## src/rtl/rs_tx_feeder.sv

```systemverilog
// Return-path sequencer: buffers decoded RS bytes in a small FIFO and feeds them
// one at a time to the UART transmitter using a write-strobe / busy handshake.
// Also counts transmitted bytes per frame and flags frame completion and overflow.
module rs_tx_feeder #(
    parameter int unsigned DEPTH     = 16,
    parameter int unsigned FRAME_LEN = 207
) (
    input  logic                     clk,
    input  logic                     reset,
    input  logic [7:0]               dec_byte,
    input  logic                     dec_valid,
    output logic [7:0]               Tx_DATA,
    output logic                     Tx_WR,
    input  logic                     Tx_BUSY,
    output logic [$clog2(DEPTH):0]   fifo_count,
    output logic                     overflow,
    output logic                     frame_done,
    output logic                     busy
);

    localparam int unsigned AW = $clog2(DEPTH);
    localparam logic [AW:0] FullCount = DEPTH[AW:0];
    localparam logic [7:0]  FrameLast = 8'(FRAME_LEN - 1);

    typedef enum logic [2:0] {
        StIdle,
        StLoad,
        StStrobe,
        StWaitBusy,
        StWaitDone
    } state_e;

    state_e          state_q, state_d;
    logic [7:0]      mem_q [DEPTH];
    logic [AW-1:0]   wr_ptr_q, rd_ptr_q;
    logic [AW:0]     count_q;
    logic [7:0]      tx_data_q;
    logic            tx_wr_q;
    logic            overflow_q;
    logic            frame_done_q;
    logic [7:0]      frame_cnt_q, frame_cnt_d;
    logic            pop, push, full;
    logic            done_exit, frame_wrap;

    assign full = (count_q == FullCount);
    assign pop  = (state_q == StLoad);
    // A full FIFO still accepts a byte when the head leaves in the same cycle.
    assign push = dec_valid && (!full || pop);

    // FIFO storage; no reset needed, occupancy is tracked by the pointers.
    always_ff @(posedge clk) begin
        if (push) begin
            mem_q[wr_ptr_q] <= dec_byte;
        end
    end

    // FIFO pointers, occupancy and sticky overflow flag.
    always_ff @(posedge clk) begin
        if (reset) begin
            wr_ptr_q   <= '0;
            rd_ptr_q   <= '0;
            count_q    <= '0;
            overflow_q <= 1'b0;
        end else begin
            // Pointers are AW bits wide, so they wrap modulo DEPTH on their own.
            if (push) begin
                wr_ptr_q <= wr_ptr_q + 1'b1;
            end
            if (pop) begin
                rd_ptr_q <= rd_ptr_q + 1'b1;
            end
            case ({push, pop})
                2'b10:   count_q <= count_q + 1'b1;
                2'b01:   count_q <= count_q - 1'b1;
                default: count_q <= count_q;
            endcase
            if (dec_valid && !push) begin
                overflow_q <= 1'b1;
            end
        end
    end

    // Next-state logic for the transmit handshake and the frame counter.
    always_comb begin
        state_d     = state_q;
        frame_cnt_d = frame_cnt_q;
        done_exit   = 1'b0;
        frame_wrap  = (frame_cnt_q == FrameLast);
        case (state_q)
            StIdle:     if (count_q != '0) state_d = StLoad;
            StLoad:     state_d = StStrobe;
            StStrobe:   state_d = StWaitBusy;
            StWaitBusy: if (Tx_BUSY) state_d = StWaitDone;
            StWaitDone: begin
                if (!Tx_BUSY) begin
                    state_d   = StIdle;
                    done_exit = 1'b1;
                end
            end
            default:    state_d = StIdle;
        endcase
        if (done_exit) begin
            frame_cnt_d = frame_wrap ? 8'd0 : frame_cnt_q + 8'd1;
        end
    end

    // State register plus registered UART-facing outputs.
    always_ff @(posedge clk) begin
        if (reset) begin
            state_q      <= StIdle;
            tx_data_q    <= 8'd0;
            tx_wr_q      <= 1'b0;
            frame_cnt_q  <= 8'd0;
            frame_done_q <= 1'b0;
        end else begin
            state_q      <= state_d;
            // Strobe is registered from LOAD so it is high exactly during STROBE.
            tx_wr_q      <= (state_q == StLoad);
            if (pop) begin
                tx_data_q <= mem_q[rd_ptr_q];
            end
            frame_cnt_q  <= frame_cnt_d;
            frame_done_q <= done_exit && frame_wrap;
        end
    end

    assign Tx_DATA    = tx_data_q;
    assign Tx_WR      = tx_wr_q;
    assign fifo_count = count_q;
    assign overflow   = overflow_q;
    assign frame_done = frame_done_q;
    assign busy       = (state_q != StIdle) || (count_q != '0);

endmodule

```

## config.mk

```make
export PLATFORM = sky130hd
export DESIGN_NAME = rs_tx_feeder
export DESIGN_NICKNAME = d
export VERILOG_FILES = /design/src/rtl/rs_tx_feeder.sv
export SDC_FILE = /design/constraint.sdc
export NUM_CORES = 1
export LEC_CHECK = 0
export CORE_MARGIN = 8
export CORE_UTILIZATION = 55
export CTS_CLUSTER_DIAMETER = 50
export DETAILED_ROUTE_END_ITERATION = 6
export PLACE_DENSITY = 0.69
export SYNTH_ARGS = -nofsm -noshare
export SYNTH_HDL_FRONTEND = slang
export SYNTH_SLANG_ARGS = --single-unit
```

## constraint.sdc

```tcl
create_clock -name clk -period 5.4 [get_ports clk]
set_input_delay 1.35 -clock clk [delete_from_list [all_inputs] [get_ports clk]]
set_output_delay 1.35 -clock clk [all_outputs]
set_load 0.02 [all_outputs]
```

# Yosys cells after proc, flatten, opt, wreduce, memory -nomap -nowiden
# Memory sizes are Yosys's and may differ from the RTL's. A register that Yosys moved wholly into a read port is not among the register bits.
# Cells that the tools add are included.
dict set report classes {
  muxes 10
  n_reduce_logical 12
  addsub 5
  eq_ne 11
}
# cell count
set op_table {}
lappend op_table {{$pmux W3 S5} 1}
lappend op_table {{$pmux W5 S2} 1}
lappend op_table {{$mux W3} 3}
lappend op_table {{$add A4 B1 Y4 const B} 2}
lappend op_table {{$add A8 B1 Y8 const B} 1}
lappend op_table {{$eq A8 B8 Y1 const B} 1}
lappend op_table {{$mux W8} 1}
lappend op_table {{$eq A3 B2 Y1 const B} 2}
lappend op_table {{$ne A2 B2 Y1 const B} 3}
lappend op_table {{$add A5 B1 Y5 const B} 1}
lappend op_table {{$eq A5 B5 Y1 const B} 1}
lappend op_table {{$reduce_bool A5 Y1} 1}
lappend op_table {{$sub A5 B1 Y5 const B} 1}
lappend op_table {{$mux W1} 4}
lappend op_table {{$eq A3 B1 Y1 const B} 1}
lappend op_table {{$eq A3 B3 Y1 const B} 1}
lappend op_table {{$logic_and A1 B1 Y1} 3}
lappend op_table {{$logic_not A3 Y1} 1}
lappend op_table {{$reduce_and A3 Y1} 1}
lappend op_table {{$reduce_bool A3 Y1} 1}
lappend op_table {{$eq A2 B1 Y1 const B} 1}
lappend op_table {{$eq A2 B2 Y1 const B} 1}
lappend op_table {{$logic_not A1 Y1} 2}
lappend op_table {{$logic_or A1 B1 Y1} 2}
lappend op_table {{$reduce_bool A2 Y1} 1}
dict set report totals {
  in_bits 12
  ram_bits 128
  wordCells 47
  register_bits 27
  out_inout_bits 17
  memories 1
}
# memory depth word_bits read_ports rd_ports_with_merged_regs write_ports line_no
set mem_list {}
lappend mem_list {mem_q 16 8 1 1 1 34} ;# logic [7:0] mem_q [DEPTH];

# Longest topological paths before layout
# Gate-level depths: netlist of run 1.
dict set report logic_depth {
  ltp_word 6
  depth_mapped 10
  depth_no_buf 9
}

# Worst setup path after synthesis of run 1
# Ideal clock, no wire load.
dict set report synth_path {
  path_type {input port to flip-flop}
  startpoint {input port dec_valid}
  endpoint {memory mem_q[3][0] (enable)}
  path_slack_ns 2.602
  required_time_ns 5.017
  arrival_ns 2.414
  cell_stages 4
  setup_ns 0.383
  cell_sequence {inv_1 > a31oi_4 > nand2_1 > nor3_1}
}
dict set report synth_between {
  elab_chain_len 3
}
# element line_no
set synth_rtl {}
lappend synth_rtl {{from (decl)} 11} ;# input logic dec_valid,
lappend synth_rtl {{$logic_and A1 B1 Y1} 48} ;# assign push = dec_valid && (!full || pop);
lappend synth_rtl {{$mux W1} 52} ;# if (push) begin
lappend synth_rtl {{$mux W1 (implied by the code)} 53} ;# mem_q[wr_ptr_q] <= dec_byte;
lappend synth_rtl {{to (decl)} 34}
# No other way between the ends.

# Worst setup path after layout of run 1
dict set report layout_path {
  startpoint {register count_q[0], in the netlist fifo_count[0]}
  endpoint {output port busy}
}
dict set report layout_between {
  elab_chain_len 2
}
# element line_no
set layout_rtl {}
lappend layout_rtl {{from (decl)} 36} ;# logic [AW:0] count_q;
lappend layout_rtl {{from (signal assigned)} 73} ;# 2'b10: count_q <= count_q + 1'b1;
lappend layout_rtl {{from (signal assigned)} 74} ;# 2'b01: count_q <= count_q - 1'b1;
lappend layout_rtl {{from (signal assigned)} 75} ;# default: count_q <= count_q;
lappend layout_rtl {{$reduce_bool A5 Y1} 132} ;# assign busy = (state_q != StIdle) || (count_q != '0);
lappend layout_rtl {{$logic_or A1 B1 Y1} 132}
lappend layout_rtl {{to (decl)} 18} ;# output logic busy
# No other way between the ends.

==> reports/metrics.yaml, run 1 <==
outcome:
  run_status: "finished clean"
global_route:
  first_global_vias: 3565
  grt_overflow_total: 0
  grt_pass1_wl_um: 19900
  grt_start_max_net_pins: 36
  grt_antenna_before_repair: 0
  global_route.usage.total: 0.172
timing:
  report.final.setup_viol: 0
  finClkSkew_ns: 0.0124
  max_slew_margin: 0.216
  setup_repair_after_global_routing_missed_its_margin: "no"
  max_clock_freq_ghz: 0.283
  final_period_minus_worst_setup_slack_ns: 3.53
  post_route_clock_period_utilization: 0.654
  hold_ws_ns: 0.472
  final.setup.tns_ns: 0
  max_slew.worst_pin.slew_ns: 1.17
  final.setup.worst_slack_ns: 1.87
  finalHoldViolCount: 0
  finalMaxSlewViolations: 0
pwr:
  irDropWorstVdd_v: 0.000301
  p_leak_nw: 2.44
  pwr_density_cell_nw_per_um2: 436
  report.power.total_w: 0.00330
die:
  die_h_um: 125
  coreArea_um2: 11800
  dieArea_um2: 15700
  row_count: 40
  boundaryPins: 29
  die_width_um: 125
  initial_standard_cell_utilization_of_the_core: 0.555
placement:
  place.gp.congestion: 0.782
  preCtsSetupSlack_ns: 1.52
  place_hpwl_um: 8010
  io_buffers: 28
logic_synthesis:
  synth_seq_cells: 163
  ys_dominant_reg_cell: "sky130_fd_sc_hd__edfxtp_1"
  synthesized_instance_count: 386
  synth-async-reset-ratio: 0
  post-synth-top-count-cell: "sky130_fd_sc_hd__edfxtp_1"
  count_of_flip_flops_with_a_built_in_enable_after_synthesis: 128
  synth_top_cell_by_area: "sky130_fd_sc_hd__edfxtp_1"
  top_post_synthesis_cells_by_area: "sky130_fd_sc_hd__edfxtp_1 59%, sky130_fd_sc_hd__mux4_2 11%, sky130_fd_sc_hd__dfxtp_1 11%, sky130_fd_sc_hd__mux2i_1 2.7%, sky130_fd_sc_hd__nor2_1 2.0%"
  post_synth_instance_area_um2: 6560
  syn_nets: 409
  avgSynthCellArea_um2: 17.0
  synthDominantCellAreaShare: 0.586
  leading_cell_types_by_count_after_synthesis: "128 x sky130_fd_sc_hd__edfxtp_1, 35 x sky130_fd_sc_hd__dfxtp_1, 35 x sky130_fd_sc_hd__nor2_1"
  netlist-cell-type-count: 43
  synth-warning-count: 0
  seq_area_frac_synth: 0.693
critical_path:
  crit_chain: "nor4_2, nand4b_1, clkdlybuf4s50_1"
  critical_path.startpoint: "fifo_count[0]"
  worstPathArrival_ns: 2.18
  slowest_delay_ns: 0.67
  path_delay_family: "simple AND/OR/NAND/NOR gates"
  crit_path_launch_type: "register"
  biggest_fanout_along_the_worst_timing_path: 6
  timing.critical_path.to_type: "output pin"
  timing.reg2reg.setup_slack_ns: 2.60
  critical_path_required_ns: 4.05
  crit_path_top_delay_cell: "sky130_fd_sc_hd__nor4_2"
  worst_setup_path_class: "reg -> out"
  timing.critical_path.buf_inv: 1
  worstReg2RegStart: "state_q[0]"
detailed_routing:
  post-route-drc-count: 0
  avgViaCountPerCell: 5.88
  detail_route.first_pass.iterations: 4
  totalWireLength_um: 12600
  vias: 3392
  route.antenna.remaining_nets: 0
  initialDrtViolationCount: 239
  average_detailed_routed_wire_length_per_instance_um: 21.9
cells_and_area:
  antenna_diode_count: 0
  design.final.nets: 440
  flow.area_growth_from_synthesis_pct: 15.5
  utilization: 0.641
  final_layout_size_suffix_gt1_frac: 0.172
clocking:
  cts_root_buffer: "sky130_fd_sc_hd__clkbuf_16"
  cts.sinks: 163
  postCtsHoldBufs: 0
  post_cts_buffers: 0
  largest_buffer_count_on_any_clock_path: 2
  cts_resized: 0
  clkLatencyLatePin_ns: 0.42
  tritoncts.num_buffers: 17
  clock_tree_from_tritoncts: "yes"
  clkSlewWorstSetupHoldPaths_ns: 0.06
  htree_levels: 4
job:
  drv.max_cap_violation_count: 0
hold_path:
  holdCritStartpoint: "overflow"
  hold_class: "reg -> reg"
sequential cells by signal (all words and copies together), names as in the netlist:
signal / cells
Tx_DATA: 8
Tx_WR: 1
fifo_count: 5
frame_cnt_q: 8
frame_done: 1
mem_q: 128
overflow: 1
rd_ptr_q: 4
state_q: 3
wr_ptr_q: 4
stage by stage:
| stage | instances | area (um2) |
|---|---|---|
| after global routing | 577 | 7570 |
| after detailed placement | 545 | 6960 |
| final | 577 | 7570 |
| after CTS | 577 | 7570 |
| after global placement | 545 | 6960 |
| after floorplan | 386 | 6560 |
final timing paths:
| path | depth (start not counted) | endpoint |
|---|---|---|
| hold / removal | 2 | overflow |
| setup reg to reg | 4 | mem_q[3][7] |
| setup / recovery | 3 | busy |
| hold reg to reg | 2 | overflow |
worst min-delay path: cells and delay by family, from the launching register on:
family          cells  cell delay [ns]
compound gates      1             0.04
flops               1             0.33
simple gates        1             0.07
layer usage:
layer  wire, um  GRT usage  up-vias
li1           -          -     1567
met1       5640      0.218     1709
met2       6150      0.273      106
met3        688     0.0467       10
met4        161     0.0788        0
met5          0          0        -
final cells by class:
class	instances	area, um2
Timing Repair Buffer	31	303
Fill cell	816	4240
Clock buffer	20	437
Inverter	11	41.3
Sequential cell	163	4550
Clock inverter	12	178
Tap cell	147	184
Multi-Input combinational cell	193	1890
logic make-up (layout without fill, tap and decap cells):
group	after synthesis	in the layout	share of synthesized area
AO/OA/AOI/OAI	29	29	0.0336
XOR/XNOR	15	15	0.0200
adder cells (fa/ha/maj)	11	11	0.0221
buffers and inverters	30	74	0.0195
flip-flops	163	163	0.693
multiplexers	50	50	0.137
AND/OR/NAND/NOR	88	88	0.0746
power by group:
group / switching [W] / internal, W / leakage (nW) / total (W)
clock: 0.000468 / 0.000776 / 0.299 / 0.00124
sequential: 0.0000871 / 0.00142 / 1.44 / 0.00151
combinational: 0.000290 / 0.000259 / 0.697 / 0.000549
layout by cell type, fill, tap and decap left out, drive strengths merged, types with 3 or more instances in the layout:
cell             n
a211oi           3
a21oi            7
a31oi            3
buf              3
bufinv           4
clkbuf          20
clkdlybuf4s50   28
clkinv           4
dfxtp           35
edfxtp         128
ha              10
inv             14
mux2i           18
mux4            32
nand2           12
nand3b          10
nand4            6
nor2            37
nor2b            3
nor3             8
o21ai            3
o221ai           8
xnor2            6
xor2             9
(Power assumes the default switching activity.)
==> run 2, diff against run 1 <==
- clock period: 5.4 -> 3.41 ns (I/O delays scaled with it)
==> run 2 against run 1 <==
Net effect:
- design area increased by 1.4%
- utilization increased by 0.91 points
- count of clock-buffer cells in the layout rose by 2
- non-clock buffer count increased by 18
==> reports/metrics.yaml, run 2 (same netlist as run 1, synthesis figures left out) <==
outcome:
  run_status: "finished clean"
clocking:
  clkLatencyLatePin_ns: 0.43
  cts.sinks: 163
  htree_levels: 4
  largest_buffer_count_on_any_clock_path: 2
  clock_tree_from_tritoncts: "yes"
  tritoncts.num_buffers: 17
  clkSlewWorstSetupHoldPaths_ns: 0.06
  post_cts_buffers: 0
  cts_resized: 0
  postCtsHoldBufs: 0
  cts_root_buffer: "sky130_fd_sc_hd__clkbuf_16"
critical_path:
  timing.critical_path.to_type: "output pin"
  critical_path_required_ns: 2.56
  ff2ff_path_depth: 9
  r2r_end: "fifo_count[4]"
  timing.critical_path.buf_inv: 2
  worst_setup_path_class: "reg -> out"
  worstReg2RegStart: "state_q[0]"
  biggest_fanout_along_the_worst_timing_path: 6
  slowest_delay_ns: 0.55
  crit_path_top_delay_cell: "sky130_fd_sc_hd__clkdlybuf4s50_1"
  crit_path_launch_type: "register"
  crit_chain: "nor4_2, buf_4, nand4b_1, clkdlybuf4s50_1"
  worstPathArrival_ns: 1.89
  timing.reg2reg.setup_slack_ns: 0.96
  path_delay_family: "buffers and inverters"
cells_and_area:
  max_flop_register: "mem_q"
  final_non_filler_cells: 595
  antenna_diode_count: 0
  mostFrequentLayoutCell: "sky130_fd_sc_hd__edfxtp_1"
  final_layout_size_suffix_gt1_frac: 0.205
  number_of_flip_flops_in_the_largest_register: 128
  design.final.nets: 458
  utilization: 0.650
  flow.area_growth_from_synthesis_pct: 17.1
  most_frequent_cells_in_the_layout: "128 x sky130_fd_sc_hd__edfxtp_1, 35 x sky130_fd_sc_hd__nor2_1, 34 x sky130_fd_sc_hd__dfxtp_1"
die:
  row_count: 40
  dieArea_um2: 15700
  die_width_um: 125
  initial_standard_cell_utilization_of_the_core: 0.555
  boundaryPins: 29
  die_h_um: 125
  coreArea_um2: 11800
timing:
  post_route_clock_period_utilization: 0.803
  final_period_minus_worst_setup_slack_ns: 2.74
  report.final.setup_viol: 0
  setup_repair_after_global_routing_missed_its_margin: "no"
  finalMaxSlewViolations: 0
  hold_ws_ns: 0.474
  finalHoldViolCount: 0
  final.setup.tns_ns: 0
  max_slew_margin: 0.568
  max_slew.worst_pin.slew_ns: 0.648
  max_clock_freq_ghz: 0.365
  finClkSkew_ns: 0.00688
detailed_routing:
  average_detailed_routed_wire_length_per_instance_um: 21.2
  post-route-drc-count: 0
  initialDrtViolationCount: 214
  route.antenna.remaining_nets: 0
  detail_route.first_pass.iterations: 4
  vias: 3441
  totalWireLength_um: 12600
  avgViaCountPerCell: 5.78
placement:
  io_buffers: 28
  dp.cells: 563
  place_hpwl_um: 7860
  place.gp.congestion: 0.786
global_route:
  grt_overflow_total: 0
  global_route.usage.total: 0.170
  grt_pass1_wl_um: 19900
  first_global_vias: 3616
  grt_start_max_net_pins: 35
  grt_antenna_before_repair: 0
pwr:
  pwr_density_cell_nw_per_um2: 668
  p_leak_nw: 2.51
  irDropWorstVdd_v: 0.000433
hold_path:
  min_delay_path_depth: 2
  holdCritStartpoint: "overflow"
  worst_hold_path.endpoint: "overflow"
  hold_class: "reg -> reg"
job:
  drv.max_cap_violation_count: 0
==> run 2: changes by cell type in the layout (fill, tap and decap cells not counted) <==
| cell | before | now |
|---|---|---|
| sky130_fd_sc_hd__clkinvlp_4 | 1 | 4 |
| sky130_fd_sc_hd__bufinv_16 | 4 | 2 |
| sky130_fd_sc_hd__inv_6 | 3 | 0 |
| sky130_fd_sc_hd__buf_12 | 0 | 1 |
| sky130_fd_sc_hd__clkinv_4 | 1 | 0 |
| sky130_fd_sc_hd__clkinv_2 | 3 | 4 |
| sky130_fd_sc_hd__clkbuf_8 | 0 | 2 |
| sky130_fd_sc_hd__buf_4 | 3 | 20 |
==> run 2: report_power, final <==
part,switching [W],total [W],leakage [nW],internal (W)
sequential,0.000108,0.00236,1.44,0.00225
combinational,0.000489,0.000928,0.795,0.000440
clock,0.000730,0.00184,0.272,0.00111
==> run 2: per-stage QoR <==
stage / total power, W / instance area (um2) / setup slack, ns
floorplan: 0.00300 / 6560 / 1.11
global placement: 0.00331 / 7110 / 0.548
detailed placement: 0.00333 / 7110 / 0.497
CTS: 0.00517 / 7680 / 0.632
global route: 0.00532 / 7680 / 0.585
finish: 0.00513 / 7680 / 0.672
==> run 2: how the worst max path moves through the flow <==
stage / endpoint / cells past startpoint / slack [ns] / start
2_1_floorplan: mem_q[3][0] / 4 / 1.11 / dec_valid
3_3_place_gp: mem_q[4][3] / 5 / 0.55 / dec_valid
3_5_place_dp: mem_q[4][1] / 5 / 0.50 / dec_valid
4_1_cts: busy / 4 / 0.63 / fifo_count[0]
5_1_grt: busy / 4 / 0.58 / fifo_count[0]
6_report: busy / 4 / 0.67 / fifo_count[0]
==> run 2: final cells by class <==
type                       instances  area [um2]
sequential                       163        4550
fill                             817        4130
timing repair buffer              49         450
inverter                          11        41.3
tap                              147         184
multi-input combinational        193        1890
clock buffer                      22         464
clock inverter                    10         110
==> run 2: worst reg2reg max path, stage by stage (launching register included) <==
cell and delay, ns:
sky130_fd_sc_hd__dfxtp_1 0.44, sky130_fd_sc_hd__or3b_4 0.55, sky130_fd_sc_hd__nor2_8 0.17, sky130_fd_sc_hd__inv_2 0.07
sky130_fd_sc_hd__fa_1 0.40, sky130_fd_sc_hd__nor2b_1 0.13, sky130_fd_sc_hd__o21a_1 0.18, sky130_fd_sc_hd__o21ai_0 0.10
sky130_fd_sc_hd__o311a_1 0.14, sky130_fd_sc_hd__a211oi_1 0.20
==> run 2: layer usage <==
metal | global-route usage | routed length [um] | up-vias
li1 | - | - | 1597
met1 | 0.200 | 5320 | 1714
met2 | 0.280 | 6280 | 109
met3 | 0.0480 | 706 | 21
met4 | 0.0867 | 286 | 0
met5 | 0 | 0 | -
==> run 3, diff against run 2 <==
- CORE_UTILIZATION: 55 -> 54
- PLACE_DENSITY: 0.69 -> 0.71
- clock period: 3.41 -> 2.3 ns (I/O delays scaled with it)
==> run 3 against run 2 <==
Net effect:
- global-route usage is 0.068 points higher
- worst hold slack improved by 0.0065 ns
- design area increased by 2.9%
- total power increased by 55%
- critical path depth shrank 1
- via count increased by 2.5%
- first-iteration DRC count up 44%
- critical path type unchanged
- critical endpoint unchanged
- largest power group unchanged
==> reports/metrics.yaml, run 3 (same netlist as run 1, synthesis figures left out) <==
critical_path:
  path_delay_family: "simple AND/OR/NAND/NOR gates"
  crit_path_launch_type: "register"
  worstPathArrival_ns: 1.58
  critical_path_required_ns: 1.73
  slowest_delay_ns: 0.36
  timing.critical_path.to_type: "output pin"
  crit_path_top_delay_cell: "sky130_fd_sc_hd__dfxtp_1"
  timing.critical_path.buf_inv: 1
  biggest_fanout_along_the_worst_timing_path: 4
  worst_setup_path_class: "reg -> out"
  crit_chain: "nor4_4, nand4b_1, dlygate4sd2_1"
cells_and_area:
  antenna_diode_count: 0
  utilization: 0.664
  final_layout_size_suffix_gt1_frac: 0.241
  most_frequent_cells_in_the_layout: "128 x sky130_fd_sc_hd__edfxtp_1, 39 x sky130_fd_sc_hd__buf_4, 35 x sky130_fd_sc_hd__nor2_1"
  mostFrequentLayoutCell: "sky130_fd_sc_hd__edfxtp_1"
  design.final.nets: 478
  max_flop_register: "mem_q"
  flow.area_growth_from_synthesis_pct: 20.5
  number_of_flip_flops_in_the_largest_register: 128
die:
  row_count: 40
  boundaryPins: 29
  die_h_um: 126
  initial_standard_cell_utilization_of_the_core: 0.551
  coreArea_um2: 11900
  die_width_um: 126
  dieArea_um2: 15900
global_route:
  global_route.usage.total: 0.170
  grt_overflow_total: 0
  first_global_vias: 3664
  grt_pass1_wl_um: 20300
  grt_start_max_net_pins: 35
  grt_antenna_before_repair: 0
clocking:
  cts_root_buffer: "sky130_fd_sc_hd__clkbuf_16"
  htree_levels: 4
  cts.sinks: 163
  clkLatencyLatePin_ns: 0.42
  clock_tree_from_tritoncts: "yes"
  clkSlewWorstSetupHoldPaths_ns: 0.06
  tritoncts.num_buffers: 17
  largest_buffer_count_on_any_clock_path: 2
placement:
  io_buffers: 28
  place.gp.congestion: 0.773
  preCtsSetupSlack_ns: -0.190
  place_hpwl_um: 8110
timing:
  final_period_minus_worst_setup_slack_ns: 2.15
  max_slew.worst_pin.slew_ns: 0.634
  report.final.setup_viol: 0
  setup_repair_after_global_routing_missed_its_margin: "no"
  max_clock_freq_ghz: 0.465
  post_route_clock_period_utilization: 0.935
  finClkSkew_ns: 0.00919
  max_slew_margin: 0.576
  finalMaxSlewViolations: 0
  finalHoldViolCount: 0
  final.setup.worst_slack_ns: 0.149
pwr:
  p_int_w: 0.00590
  power.share.combinational: 0.192
  p_seq_frac: 0.434
  power.switching_w: 0.00206
  power_switching_share: 0.258
  clk_pwr_share: 0.374
  irDropWorstVdd_v: 0.000797
  pwr_density_cell_nw_per_um2: 1010
  p_leak_nw: 2.64
outcome:
  run_status: "finished clean"
detailed_routing:
  avgViaCountPerCell: 5.73
  totalWireLength_um: 12800
  average_detailed_routed_wire_length_per_instance_um: 20.7
  post-route-drc-count: 0
  route.antenna.remaining_nets: 0
  initialDrtViolationCount: 309
  vias: 3527
  detail_route.first_pass.iterations: 5
job:
  drv.max_cap_violation_count: 0
hold_path:
  hold_class: "reg -> reg"
run 3: changes by cell type in the layout (fill, tap and decap cells not counted), moves of 2 or more:
cell | before | now
sky130_fd_sc_hd__inv_6 | 0 | 4
sky130_fd_sc_hd__clkinv_2 | 4 | 1
sky130_fd_sc_hd__bufinv_16 | 2 | 4
sky130_fd_sc_hd__clkbuf_1 | 3 | 1
sky130_fd_sc_hd__clkbuf_8 | 2 | 0
sky130_fd_sc_hd__buf_4 | 20 | 39
run 3: worst min-delay path: stages (launching register included):
cell,delay [ns]
sky130_fd_sc_hd__dfxtp_1,0.33
sky130_fd_sc_hd__a31oi_1,0.04
sky130_fd_sc_hd__nor2_1,0.07
run 3: layer usage:
metal  wire, um  vias to the layer above  GRT usage
met3        675                       13     0.0511
met5          0                        -          0
met2       6200                       84      0.269
met4        146                        0     0.0552
met1       5730                     1788      0.222
li1           -                     1642          -
run 3: worst paths after layout:
| check | cells after the start | slack [ns] | start | end |
|---|---|---|---|---|
| min | 2 | 0.48 | overflow | overflow |
| max reg2reg | 6 | 0.19 | state_q[0] | mem_q[0][4] |
| max | 3 | 0.15 | fifo_count[0] | busy |
| min reg2reg | 2 | 0.48 | overflow | overflow |
run 3: final cells by class:
class / count / area [um2]
sequential: 163 / 4550
inverter: 11 / 41.3
clock buffer: 18 / 429
multi-input combinational: 193 / 1900
fill: 818 / 4010
clock inverter: 14 / 198
tap: 147 / 184
timing repair buffer: 69 / 612
run 3: power groups by stage:
stage / Clock (W) / Combinational, W / Sequential [W]
3_5_place_dp: 0 / 0.00154 / 0.00351
4_1_cts: 0.00302 / 0.00156 / 0.00346
3_3_place_gp: 0 / 0.00151 / 0.00350
2_1_floorplan: 0 / 0.000866 / 0.00358
5_1_grt: 0.00315 / 0.00166 / 0.00347
6_report: 0.00297 / 0.00153 / 0.00345
run 3: what timing repair did:
action	CTS	global route
hold buffers	0	0
buffers inserted	0	0
gates resized for setup	2	0
endpoints found under the setup margin	1	0
run 3: through the flow:
step                      area [um2]  hold slack (ns)  power [W]  std cells  setup TNS [ns]
after floorplan                 6560            0.471    0.00444        386               0
after global placement          7270            0.449    0.00501        583           -3.33
after detailed placement        7270            0.473    0.00505        583           -5.00
after CTS                       7910            0.485    0.00804        615               0
after global routing            7910            0.544    0.00828        615               0
final                           7910            0.481    0.00796        615               0
